[src/rtl/tt_um_syndrome_check_pkg.sv]
// Shared geometry and FSM encoding for the syndrome checker and the shift network
// that feeds it.
package tt_um_syndrome_check_pkg;

  localparam int unsigned LiftingFactor = 4;
  localparam int unsigned NumRows       = 4;
  // Wide enough to hold NumRows*LiftingFactor, the largest possible weight.
  localparam int unsigned WeightWidth   = $clog2(NumRows * LiftingFactor + 1);

  typedef enum logic [1:0] {
    StIdle  = 2'd0,
    StAccum = 2'd1,
    StDone  = 2'd2
  } state_e;

endpackage

[src/rtl/tt_um_popcount.sv]
// Combinational population count of a Width-bit vector.
module tt_um_popcount #(
  parameter int unsigned Width      = 4,
  parameter int unsigned CountWidth = $clog2(Width + 1)
) (
  input  logic [Width-1:0]      data,
  output logic [CountWidth-1:0] count
);

  always_comb begin
    count = '0;
    for (int i = 0; i < Width; i++) begin
      count = count + CountWidth'(data[i]);
    end
  end

endmodule

[src/rtl/tt_um_syndrome_check.sv]
// Accumulates shifted hard-decision blocks per check row and reports the per-row
// syndrome status and the total number of unsatisfied checks.
module tt_um_syndrome_check
  import tt_um_syndrome_check_pkg::*;
#(
  parameter int unsigned LiftingFactor = tt_um_syndrome_check_pkg::LiftingFactor,
  parameter int unsigned NumRows       = tt_um_syndrome_check_pkg::NumRows,
  parameter int unsigned WeightWidth   = tt_um_syndrome_check_pkg::WeightWidth
) (
  input  logic                     clk,
  input  logic                     rst,
  input  logic                     start,
  input  logic                     in_valid,
  output logic                     in_ready,
  input  logic [LiftingFactor-1:0] in_data,
  input  logic                     in_last,
  output logic                     out_valid,
  input  logic                     out_ready,
  output logic                     out_pass,
  output logic [NumRows-1:0]       out_fail_rows,
  output logic [WeightWidth-1:0]   out_weight,
  output logic                     busy
);

  localparam int unsigned RowIdxWidth = (NumRows > 1) ? $clog2(NumRows) : 1;
  localparam int unsigned PopWidth    = $clog2(LiftingFactor + 1);

  state_e state_q, state_d;

  logic [LiftingFactor-1:0] acc_q, acc_d;
  logic [RowIdxWidth-1:0]   row_idx_q, row_idx_d;
  logic [NumRows-1:0]       fail_rows_q, fail_rows_d;
  logic [WeightWidth-1:0]   weight_q, weight_d;

  logic [LiftingFactor-1:0] syn;
  logic [PopWidth-1:0]      syn_pop;
  logic                     accept;
  logic                     last_row;

  // A start in ACCUM restarts the codeword, so the concurrent beat is dropped.
  assign accept   = (state_q == StAccum) && in_valid && !start;
  assign syn      = acc_q ^ in_data;
  assign last_row = (row_idx_q == RowIdxWidth'(NumRows - 1));

  tt_um_popcount #(
    .Width     (LiftingFactor),
    .CountWidth(PopWidth)
  ) u_popcount (
    .data (syn),
    .count(syn_pop)
  );

  always_ff @(posedge clk) begin
    if (rst) begin
      state_q <= StIdle;
    end else begin
      state_q <= state_d;
    end
  end

  always_comb begin
    state_d = state_q;
    unique case (state_q)
      StIdle: begin
        if (start) state_d = StAccum;
      end
      StAccum: begin
        if (accept && in_last && last_row) state_d = StDone;
      end
      StDone: begin
        if (out_ready) state_d = StIdle;
      end
      default: state_d = StIdle;
    endcase
  end

  always_comb begin
    in_ready      = (state_q == StAccum);
    out_valid     = (state_q == StDone);
    busy          = (state_q != StIdle);
    out_pass      = (state_q == StDone) && (weight_q == '0);
    out_fail_rows = (state_q == StDone) ? fail_rows_q : '0;
    out_weight    = (state_q == StDone) ? weight_q : '0;
  end

  always_comb begin
    acc_d       = acc_q;
    row_idx_d   = row_idx_q;
    fail_rows_d = fail_rows_q;
    weight_d    = weight_q;
    if (start && (state_q != StDone)) begin
      acc_d       = '0;
      row_idx_d   = '0;
      fail_rows_d = '0;
      weight_d    = '0;
    end else if (accept) begin
      if (in_last) begin
        acc_d                  = '0;
        fail_rows_d[row_idx_q] = |syn;
        weight_d               = weight_q + WeightWidth'(syn_pop);
        // Hold on the final row so the index never wraps within a codeword.
        if (!last_row) row_idx_d = row_idx_q + 1'b1;
      end else begin
        acc_d = syn;
      end
    end
  end

  always_ff @(posedge clk) begin
    if (rst) begin
      acc_q       <= '0;
      row_idx_q   <= '0;
      fail_rows_q <= '0;
      weight_q    <= '0;
    end else begin
      acc_q       <= acc_d;
      row_idx_q   <= row_idx_d;
      fail_rows_q <= fail_rows_d;
      weight_q    <= weight_d;
    end
  end

endmodule

[config.mk]
export PLATFORM = sky130hd
export DESIGN_NAME = tt_um_syndrome_check
export DESIGN_NICKNAME = d
export VERILOG_FILES = /design/src/rtl/tt_um_syndrome_check_pkg.sv /design/src/rtl/tt_um_popcount.sv /design/src/rtl/tt_um_syndrome_check.sv
export SDC_FILE = /design/constraint.sdc
export NUM_CORES = 1
export LEC_CHECK = 0
export CORE_MARGIN = 8
export CORE_UTILIZATION = 45
export DETAILED_ROUTE_END_ITERATION = 8
export MAX_ROUTING_LAYER = met4
export PLACE_DENSITY = 0.71
export SYNTH_ARGS = -nofsm -noshare
export SYNTH_HDL_FRONTEND = slang
export SYNTH_SLANG_ARGS = --single-unit
[constraint.sdc]
create_clock -name clk -period 3.55 [get_ports clk]
set_input_delay 1.065 -clock clk [delete_from_list [all_inputs] [get_ports clk]]
set_output_delay 1.065 -clock clk [all_outputs]
set_load 0.01 [all_outputs]
==> summary.md <==
| Metric | Value |
|---|---|
| Synth Register Bits | `17` |
| Arrival @ worst endpoint | `about 3.6 ns` |
| Power share of the combinational group | `0.168` |
| Share of cells above drive strength 1 | `0.116` |
| Fin crit period | `3.36 ns` |
| VDD IR max | `0.153 mV` |
| Most frequent cells after synthesis | `dfxtp_1 (17), inv_1 (11), a21oi_1 (10), ha_1 (10), and2_1 (9)` |
| Final Net Count | `around 170` |
| Area grow syn2layout | `20.6%` |
| Setup CP Type | `primary input to register` |
| Initial Utilization | `0.471` |
| Clock Skews | `0.00189 ns` |
| Port-buffer cells | `22` |
| Post-Route WL | `2490 um` |
| Synthesized area | `1170 sq um` |
| Residual DRC count | `0` |
| Via-to-Cell Ratio | `5.59` |
| Initial antenna violation count | `0` |
| Setup TNS | `0 ns` |
| CTS sink cnt | `17` |
| Via count | `between 900 and 1k` |
| Switching power | `0.0000949 W` |
| Post-detail-place hpwl | `1890 um` |
| Cell variety after synth | `38` |
| Row count | `18` |
| Antenna Cells | `0` |
| Synth Instances | `124` |
| IO Count | `23` |
| Resized cells post-CTS | `0` |
| Post-synthesis net count | `146` |
| Setup-failing EPs final | `0` |
| Fin Hold WS | `a little over 0.5 ns` |
| Pwr Total | `approximately 0.00036 W` |
| Status | `finished, final reports clean` |
| Top-count cell post-synth | `dfxtp_1` |
| CP startpoint kind | `primary input` |
| DIE HEIGHT | `66.9 um` |
| Ys async rst share | `0` |
| GPL Wtd Cong | `0.751` |
| Max-slew headroom | `0.586` |
| RSZ-0062 raised after global routing | `no` |
| Sequential Power Share | `0.539` |
| PD cells | `256 nW/um^2` |
| Yosys warns | `0` |
| Fmax achieved | `slightly below 300 MHz` |
| DRT iter0 DRCs | `between 50 and 60` |
| Register area share after synthesis | `0.292` |
| Grt ovf | `0` |
| Routed Antenna Nets | `0` |
| Switching fraction of total power | `0.264` |
| Clock Latency Late Sink | `0.29 ns` |
| Crit end category | `register` |
| Vias in the first global route | `between 1k and 1.5k` |
| Max Slew Vio Count | `0` |
| Final core occ | `0.568` |
| Synth top area share | `0.292` |
| Clock Power Share | `0.293` |
| Worst Path Max Fanout | `3` |
| Worst EP required | `about 3.8 ns` |
| First-pass GRT wire length | `4400 um` |
| Slew @ Worst Pin | `0.621 ns` |
| Largest net degree at the start of global routing | `16` |
| CTS buffer count | `3` |
| CTS tree | `done` |
| CTS root buf | `clkbuf_4` |
| Die ar. | `4480 sq um` |
| Post-route setup slack | `0.185 ns` |
| Final hold violations | `0` |
| Leak | `0.542 nW` |
| TritonRoute pass-1 iters | `4` |
| Die W | `66.9 um` |
| Final Cycle Share | `0.948` |
| Max-cap violations | `0` |
| CTS clk-pin slew, worst paths | `roughly 0.1 ns` |
| Hold-fix buffers at CTS | `0` |
| Core Region | `between 2000 and 2500 sq um` |
| Top cells by area, synth | `dfxtp_1 (29%), ha_1 (11%), and2_1 (4.8%), nand4b_1 (4.5%), a21oi_1 (4.3%)` |
| Syn avg cell area | `9.40 sq um` |
| Pint | `0.000265 W` |
| Most used DFF post-synth | `dfxtp_1` |
| Post-CTS Setup Bufs | `0` |
| DP Worst Slack | `-0.283 ns` |
| H-tree Lvls | `1` |
| GRT Util Overall | `0.127` |
| Clk buf depth | `2` |
| Drt wl/cell | `14.1 um` |
| Synth area leader | `dfxtp_1` |
| HP Class | `register to register` |
| Final-layout fill cell count | `239` |
| Post-synth EDFFs | `0` |
-- area by class of cell --
cell class | count | area [sq um] | area share
multi-input combinational | 90 | 723 | 0.514
sequential | 17 | 340 | 0.242
timing repair buffer | 24 | 238 | 0.169
inverter | 11 | 41.3 | 0.0294
tap | 30 | 37.5 | 0.0267
clock buffer | 4 | 26.3 | 0.0187
-- kinds of logic (layout without fill, tap and decap cells) --
logic type                 after synthesis  after routing  synth area share
xor gates and xnor gates                 5              5            0.0376
muxes                                    2              2            0.0172
buffers and inverters                   17             39            0.0933
AOI/OAI and AO/OA                       36             36             0.212
DFF                                     17             17             0.292
and+or+nand+nor                         35             35             0.206
adders and majority gates               12             12             0.142
-- path summary, 6_finish.rpt --
path | from | endpoint | slack [ns] | depth (start not counted)
setup / recovery | in_data[0] | weight_q[3] | 0.19 | 11
setup reg to reg | acc_q[1] | weight_q[3] | 0.99 | 11
hold reg to reg | acc_q[2] | acc_q[2] | 0.51 | 2
hold / removal | acc_q[2] | acc_q[2] | 0.51 | 2
-- state kept, by name, summed over array words and instances, names as in the netlist --
name / cells
acc_q: 4
state_q: 2
weight_q: 5
row_idx_q: 2
fail_rows_q: 4
-- metrics by stage --
step,instance area (sq um),std cells
final,1410,176
after global routing,1410,176
after CTS,1400,176
after detailed placement,1370,172
after global placement,1370,172
after floorplan,1170,124
-- power groups by stage --
stage          clock, W  combinational, W  sequential, W
4_1_cts        0.000109         0.0000607       0.000194
5_1_grt        0.000119         0.0000677       0.000194
3_5_place_dp          0         0.0000604       0.000199
3_3_place_gp          0         0.0000586       0.000198
2_1_floorplan         0         0.0000394       0.000198
6_report       0.000106         0.0000604       0.000194
-- cell usage in the layout, fill, tap and decap left out, drive strengths merged, types with 2 or more instances in the layout --
| master | synthesis | routed |
|---|---|---|
| o211ai | 2 | 2 |
| inv | 11 | 11 |
| dfxtp | 17 | 17 |
| o21ai | 7 | 7 |
| a21oi | 12 | 12 |
| a211oi | 2 | 2 |
| a211o | 2 | 2 |
| xnor2 | 4 | 4 |
| or4 | 2 | 2 |
| fa | 2 | 2 |
| nand4b | 6 | 6 |
| nor2 | 7 | 7 |
| clkbuf | 4 | 4 |
| a31oi | 3 | 3 |
| ha | 10 | 10 |
| and2 | 10 | 10 |
| clkdlybuf4s50 | 0 | 21 |
| nand3 | 3 | 3 |
| a311oi | 4 | 4 |
| o31ai | 2 | 2 |
| mux2i | 2 | 2 |
| buf | 2 | 2 |
-- layer usage --
layer	vias to the layer above	part of all wire	track usage
met5	-	0	-
met4	0	0.012	0.0548
met3	4	0.045	0.0218
met2	20	0.49	0.210
met1	464	0.46	0.146
li1	495	-	-
-- critical path, cell delays in order --
cell and delay [ns]:
clkdlybuf4s50_1 0.45, xnor2_1 0.17, ha_1 0.29, inv_1 0.05
fa_1 0.38, inv_1 0.06, ha_1 0.25, ha_1 0.30
nand3_1 0.06, a211oi_1 0.31, mux2i_1 0.21
Note: power is estimated with default switching activity, not from simulation.
==> edit 1: new RTL, config.mk and constraints unchanged <==
Reset style: asynchronous (`rst`), changed in 2 clocked blocks.
--- a/src/rtl/tt_um_syndrome_check.sv
+++ b/src/rtl/tt_um_syndrome_check.sv
@@ -50,7 +50,7 @@
     .count(syn_pop)
   );
 
-  always_ff @(posedge clk) begin
+  always_ff @(posedge clk or posedge rst) begin
     if (rst) begin
       state_q <= StIdle;
     end else begin
@@ -106,7 +106,7 @@
     end
   end
 
-  always_ff @(posedge clk) begin
+  always_ff @(posedge clk or posedge rst) begin
     if (rst) begin
       acc_q       <= '0;
       row_idx_q   <= '0;
Function: differs if rst is asserted again (counterexample within 4 cycles, from zero or initial values and one cycle with rst high); with rst held inactive, the same outputs for 4 cycles.
==> edit 1 against the original RTL <==
Synthesized area up 1.8%; setup slack better by 18 ps; clock power rose by 6%; wire length grew 9.5%; cell count grew 1.1%; first-iteration DRC count down 26%; combinational power up 71%; total power is 18% higher; critical path depth rose by 1; final area is 7.2% higher; sequential cell count unchanged; critical path type unchanged; largest power group unchanged.
==> edit 1: results (changes against the original RTL) <==
Register area - 425 sq um (was 340 sq um)
Gr usage total - 0.130 (was 0.127)
Fill cell count - 221 (was 239)
DR vias - 1016 (was 983)
CLK BUF - 3 (was 4)
Num sequential - 17 (unchanged)
Multi-Input Combinational - 86 (was 90)
CP Max Fanout - 2 (was 3)
Data buffer area share - 0.173 (was 0.169)
WL met2 - 1270 microns (was 1210 microns)
Hold Crit Depth - 1 (was 2)
Async SR Flop Fraction - 1.00 (was 0)
Critical path arrival - 3580 ps (was 3600 ps)
Multi-input combinational area share - 0.467 (was 0.514)
Ys flop type - dfrtp_1 (was dfxtp_1)
Inverter count - 14 (was 11)
First-pass GRT wire length - 4470 microns (was 4400 microns)
Mapped Nets - 143 (was 146)
Worst r2r path cells - 12 (was 11)
Layout cells sized above 1 - 0.101 (was 0.116)
Peak supply drop - 0.215 mV (was 0.153 mV)
M2 GR Usage - 0.200 (was 0.210)
Gpl congestion - 0.884 (was 0.751)
Met3 WL post-DR - 169 microns (was 111 microns)
DR iter-0 viols - 39 (was 53)
Nets - 171 (was 169)
Top Registers - weight_q (5), acc_q (4), fail_rows_q (4) (unchanged)
WL/cell - 15.3 microns (was 14.1 microns)
Layout clock area frac - 0.0183 (was 0.0187)
Status - finished, final reports clean (unchanged)
Met3 usage - 0.0265 (was 0.0218)
Seq/Total Area, Yosys - 0.358 (was 0.292)
Cell variety after synth - 33 (was 38)
Buffers excl. clock - 27 (was 24)
Pleak - 0.681 nW (was 0.542 nW)
edit 1: cell count changes after synthesis, sizes merged, moves of 3 or more:
cell and delta:
nand4b -6, nor4b +4, a221o +4, nor2b +6, dfrtp +17, inv +3, a21oi -7, dfxtp -17
edit 1: kinds of logic (layout without fill, tap and decap cells):
family / Yosys count / count (layout) / synth area share
XOR/XNOR: 5 / 5 / 0.0369
buffers and inverters: 18 / 45 / 0.0580
AND/OR/NAND/NOR: 35 / 35 / 0.192
multiplexers: 5 / 5 / 0.0464
adder cells (fa/ha/maj): 12 / 12 / 0.139
AO/OA/AOI/OAI: 29 / 29 / 0.170
flip-flops: 17 / 17 / 0.358
edit 1: per-stage QoR:
stage	total power [mW]	std cells	setup WS, ps	instance area [sq um]
global placement	0.312	174	-114	1470
global route	0.453	178	28.9	1510
finish	0.426	178	204	1510
detailed placement	0.318	174	-192	1470
CTS	0.425	178	132	1490
floorplan	0.279	121	418	1190
edit 1: worst paths after layout:
kind                                     startpoint                        to  slack [ps]
min                        row_idx_q[0]$_DFFE_PP0P_  row_idx_q[0]$_DFFE_PP0P_         550
min reg2reg                row_idx_q[0]$_DFFE_PP0P_  row_idx_q[0]$_DFFE_PP0P_         550
max reg2reg                    acc_q[0]$_DFFE_PP0N_   weight_q[2]$_DFFE_PP0P_         960
max                                      in_data[1]   weight_q[2]$_DFFE_PP0P_         200
min in group asynchronous                       rst      acc_q[1]$_DFFE_PP0N_        1150
max in group asynchronous                       rst   weight_q[0]$_DFFE_PP0P_        1960
edit 1: power breakdown:
part	switching, mW	internal (mW)
registers	0.00926	0.202
clock network	0.0697	0.0419
logic	0.0540	0.0490
total	0.133	0.293
==> edit 2: new RTL, config.mk and constraints unchanged <==
Made on the original files. The package constant `LiftingFactor` goes from 4 to 8.
--- a/src/rtl/tt_um_syndrome_check_pkg.sv
+++ b/src/rtl/tt_um_syndrome_check_pkg.sv
@@ -2,7 +2,7 @@
 // that feeds it.
 package tt_um_syndrome_check_pkg;
 
-  localparam int unsigned LiftingFactor = 4;
+  localparam int unsigned LiftingFactor = 8;
   localparam int unsigned NumRows       = 4;
   // Wide enough to hold NumRows*LiftingFactor, the largest possible weight.
   localparam int unsigned WeightWidth   = $clog2(NumRows * LiftingFactor + 1);
Interface: changed (resized in_data and out_weight); port bits go from 23 to 28. The function was not compared with the original's and may differ.
==> edit 2 against the original RTL <==
The flow now finishes with violations (setup timing); maximum frequency is 23% lower; critical endpoint is now weight_q[4]$_SDFFE_PP0P_; non-clock buffer count is 24 higher; setup slack worse by 980 ps; final area is 48% higher; wire length is 52% higher; highest routed layer unchanged; synthesized area is 26% higher; clock skew is 0.89 ps lower; total power is 67% higher; sequential cell count is 5 higher; critical path type unchanged; largest cell class unchanged.
==> edit 2: results (changes against the original RTL) <==
Critical path arrival - 4540 ps (was 3600 ps)
Ranking of synthesized cells by area - dfxtp_1 (30%), ha_1 (10%), a21oi_1 (7.1%) (was dfxtp_1 (29%), ha_1 (11%), and2_1 (4.8%))
Layout cells sized above 1 - 0.241 (was 0.116)
Dpl cell area - 1910 sq um (was 1370 sq um)
Final setup viols - 5 (was 0)
Clk Latency, worst-skew pair - 320 ps (was 290 ps)
DR iter-0 viols - 87 (was 53)
CP Max Fanout - 2 (was 3)
Met3 WL post-DR - 115 microns (was 111 microns)
Status - finished, violations left (was finished, final reports clean)
Largest net degree at the start of global routing - 19 (was 16)
Final wirelength - 3790 microns (was 2490 microns)
Violated checks - setup timing
Mapped Nets - 201 (was 146)
Synth Area in XOR/XNOR - 0.0594 (was 0.0376)
Nets - 248 (was 169)
Number of global-route vias before repair - 1446 (was 1006)
Gr usage total - 0.152 (was 0.127)
Port Buf Inserts - 27 (was 22)
Seq/Total Area, Yosys - 0.299 (was 0.292)
Post-CTS Setup Bufs - 2 (was 0)
Peak supply drop - 0.177 mV (was 0.153 mV)
Final Skew - 1.00 ps (was 1.89 ps)
First-pass GRT wire length - 6310 microns (was 4400 microns)
Slew margin rel. - 0.545 (was 0.586)
GR Util met1 - 0.167 (was 0.146)
Met3 usage - 0.0330 (was 0.0218)
CTS clk-pin slew, worst paths - 130 ps (was 100 ps)
Tightest Hold Check Type - register to register (unchanged)
Final setup margin - -793 ps (was 185 ps)
Post-synth top cells - dfxtp_1 (22), a21oi_1 (21), nor2_1 (16) (was dfxtp_1 (17), inv_1 (11), a21oi_1 (10), ha_1 (10), and2_1 (9))
Crit-path max cell delay - 580 ps (was 450 ps)
M1 WL - 1610 microns (was 1140 microns)
WL met2 - 2000 microns (was 1210 microns)
N_diodes - 0 (unchanged)
Top Registers - acc_q (8), weight_q (6), fail_rows_q (4) (was weight_q (5), acc_q (4), fail_rows_q (4))
Mux cell area share after synthesis - 0.00679 (was 0.0172)
Pleak - 0.800 nW (was 0.542 nW)
Slowest CP cell - fa_2 (was clkdlybuf4s50_1)
Post-DR vias/cell - 5.35 (was 5.59)
Initial antenna violation count - 0 (unchanged)
Gpl congestion - 0.792 (was 0.751)
Synth Area in Compound Gates - 0.182 (was 0.212)
Post_cts resized - 28 (was 0)
M2 GR Usage - 0.266 (was 0.210)
Clock buffer count from CTS - 3 (unchanged)
HPWL Detailed - 2850 microns (was 1890 microns)
Cell variety after synth - 36 (was 38)
Synth warn - 0 (unchanged)
Clock root buffer master - clkbuf_4 (unchanged)
Final Hold Vio Count - 0 (unchanged)
Adder-cell share of the synthesized area - 0.170 (was 0.142)
==> edit 2: layout make-up <==
class                           instances  area (sq um)
Clock buffer                            4          36.3
Fill cell                             265          1000
Inverter                               12          45.0
Multi-Input combinational cell        130          1070
Sequential cell                        22           440
Tap cell                               44          55.1
Timing Repair Buffer                   48           429
==> edit 2: power breakdown <==
part	internal [mW]	total [mW]	switching, mW
registers	0.249	0.252	0.00268
clock network	0.0628	0.148	0.0853
logic	0.107	0.201	0.0939
total	0.419	0.601	0.182
==> edit 2: per-stage QoR <==
step	util	std cells	setup TNS (ps)	worst slack (ps)	power, mW
5_1_grt	0.675	260	-4060	-883	0.632
4_1_cts	0.658	258	-3640	-867	0.582
3_3_place_gp	0.621	252	-7540	-1480	0.404
6_report	0.675	260	-3490	-793	0.601
2_1_floorplan	-	170	-3660	-831	0.356
3_5_place_dp	0.621	252	-8010	-1570	0.417
==> edit 2: worst paths after layout <==
path	startpoint	end	slack, ps	depth (start not counted)
worst min-delay path	weight_q[5]$_SDFFE_PP0P_	weight_q[5]$_SDFFE_PP0P_	510	2
worst max-delay path	in_data[1]	weight_q[4]$_SDFFE_PP0P_	-790	16
worst min register to register	weight_q[5]$_SDFFE_PP0P_	weight_q[5]$_SDFFE_PP0P_	510	2
worst max register to register	acc_q[1]$_SDFFE_PP0P_	weight_q[4]$_SDFFE_PP0P_	-380	15
==> edit 2: worst reg2reg max path: stages (launching register included) <==
cell	delay [ps]
dfxtp_1	400
xor2_2	170
inv_2	60
ha_4	260
inv_2	30
fa_1	490
fa_1	430
fa_2	380
fa_2	580
inv_2	50
buf_4	130
fa_2	340
a21o_1	170
a21oi_2	130
or3_1	120
a21oi_1	60
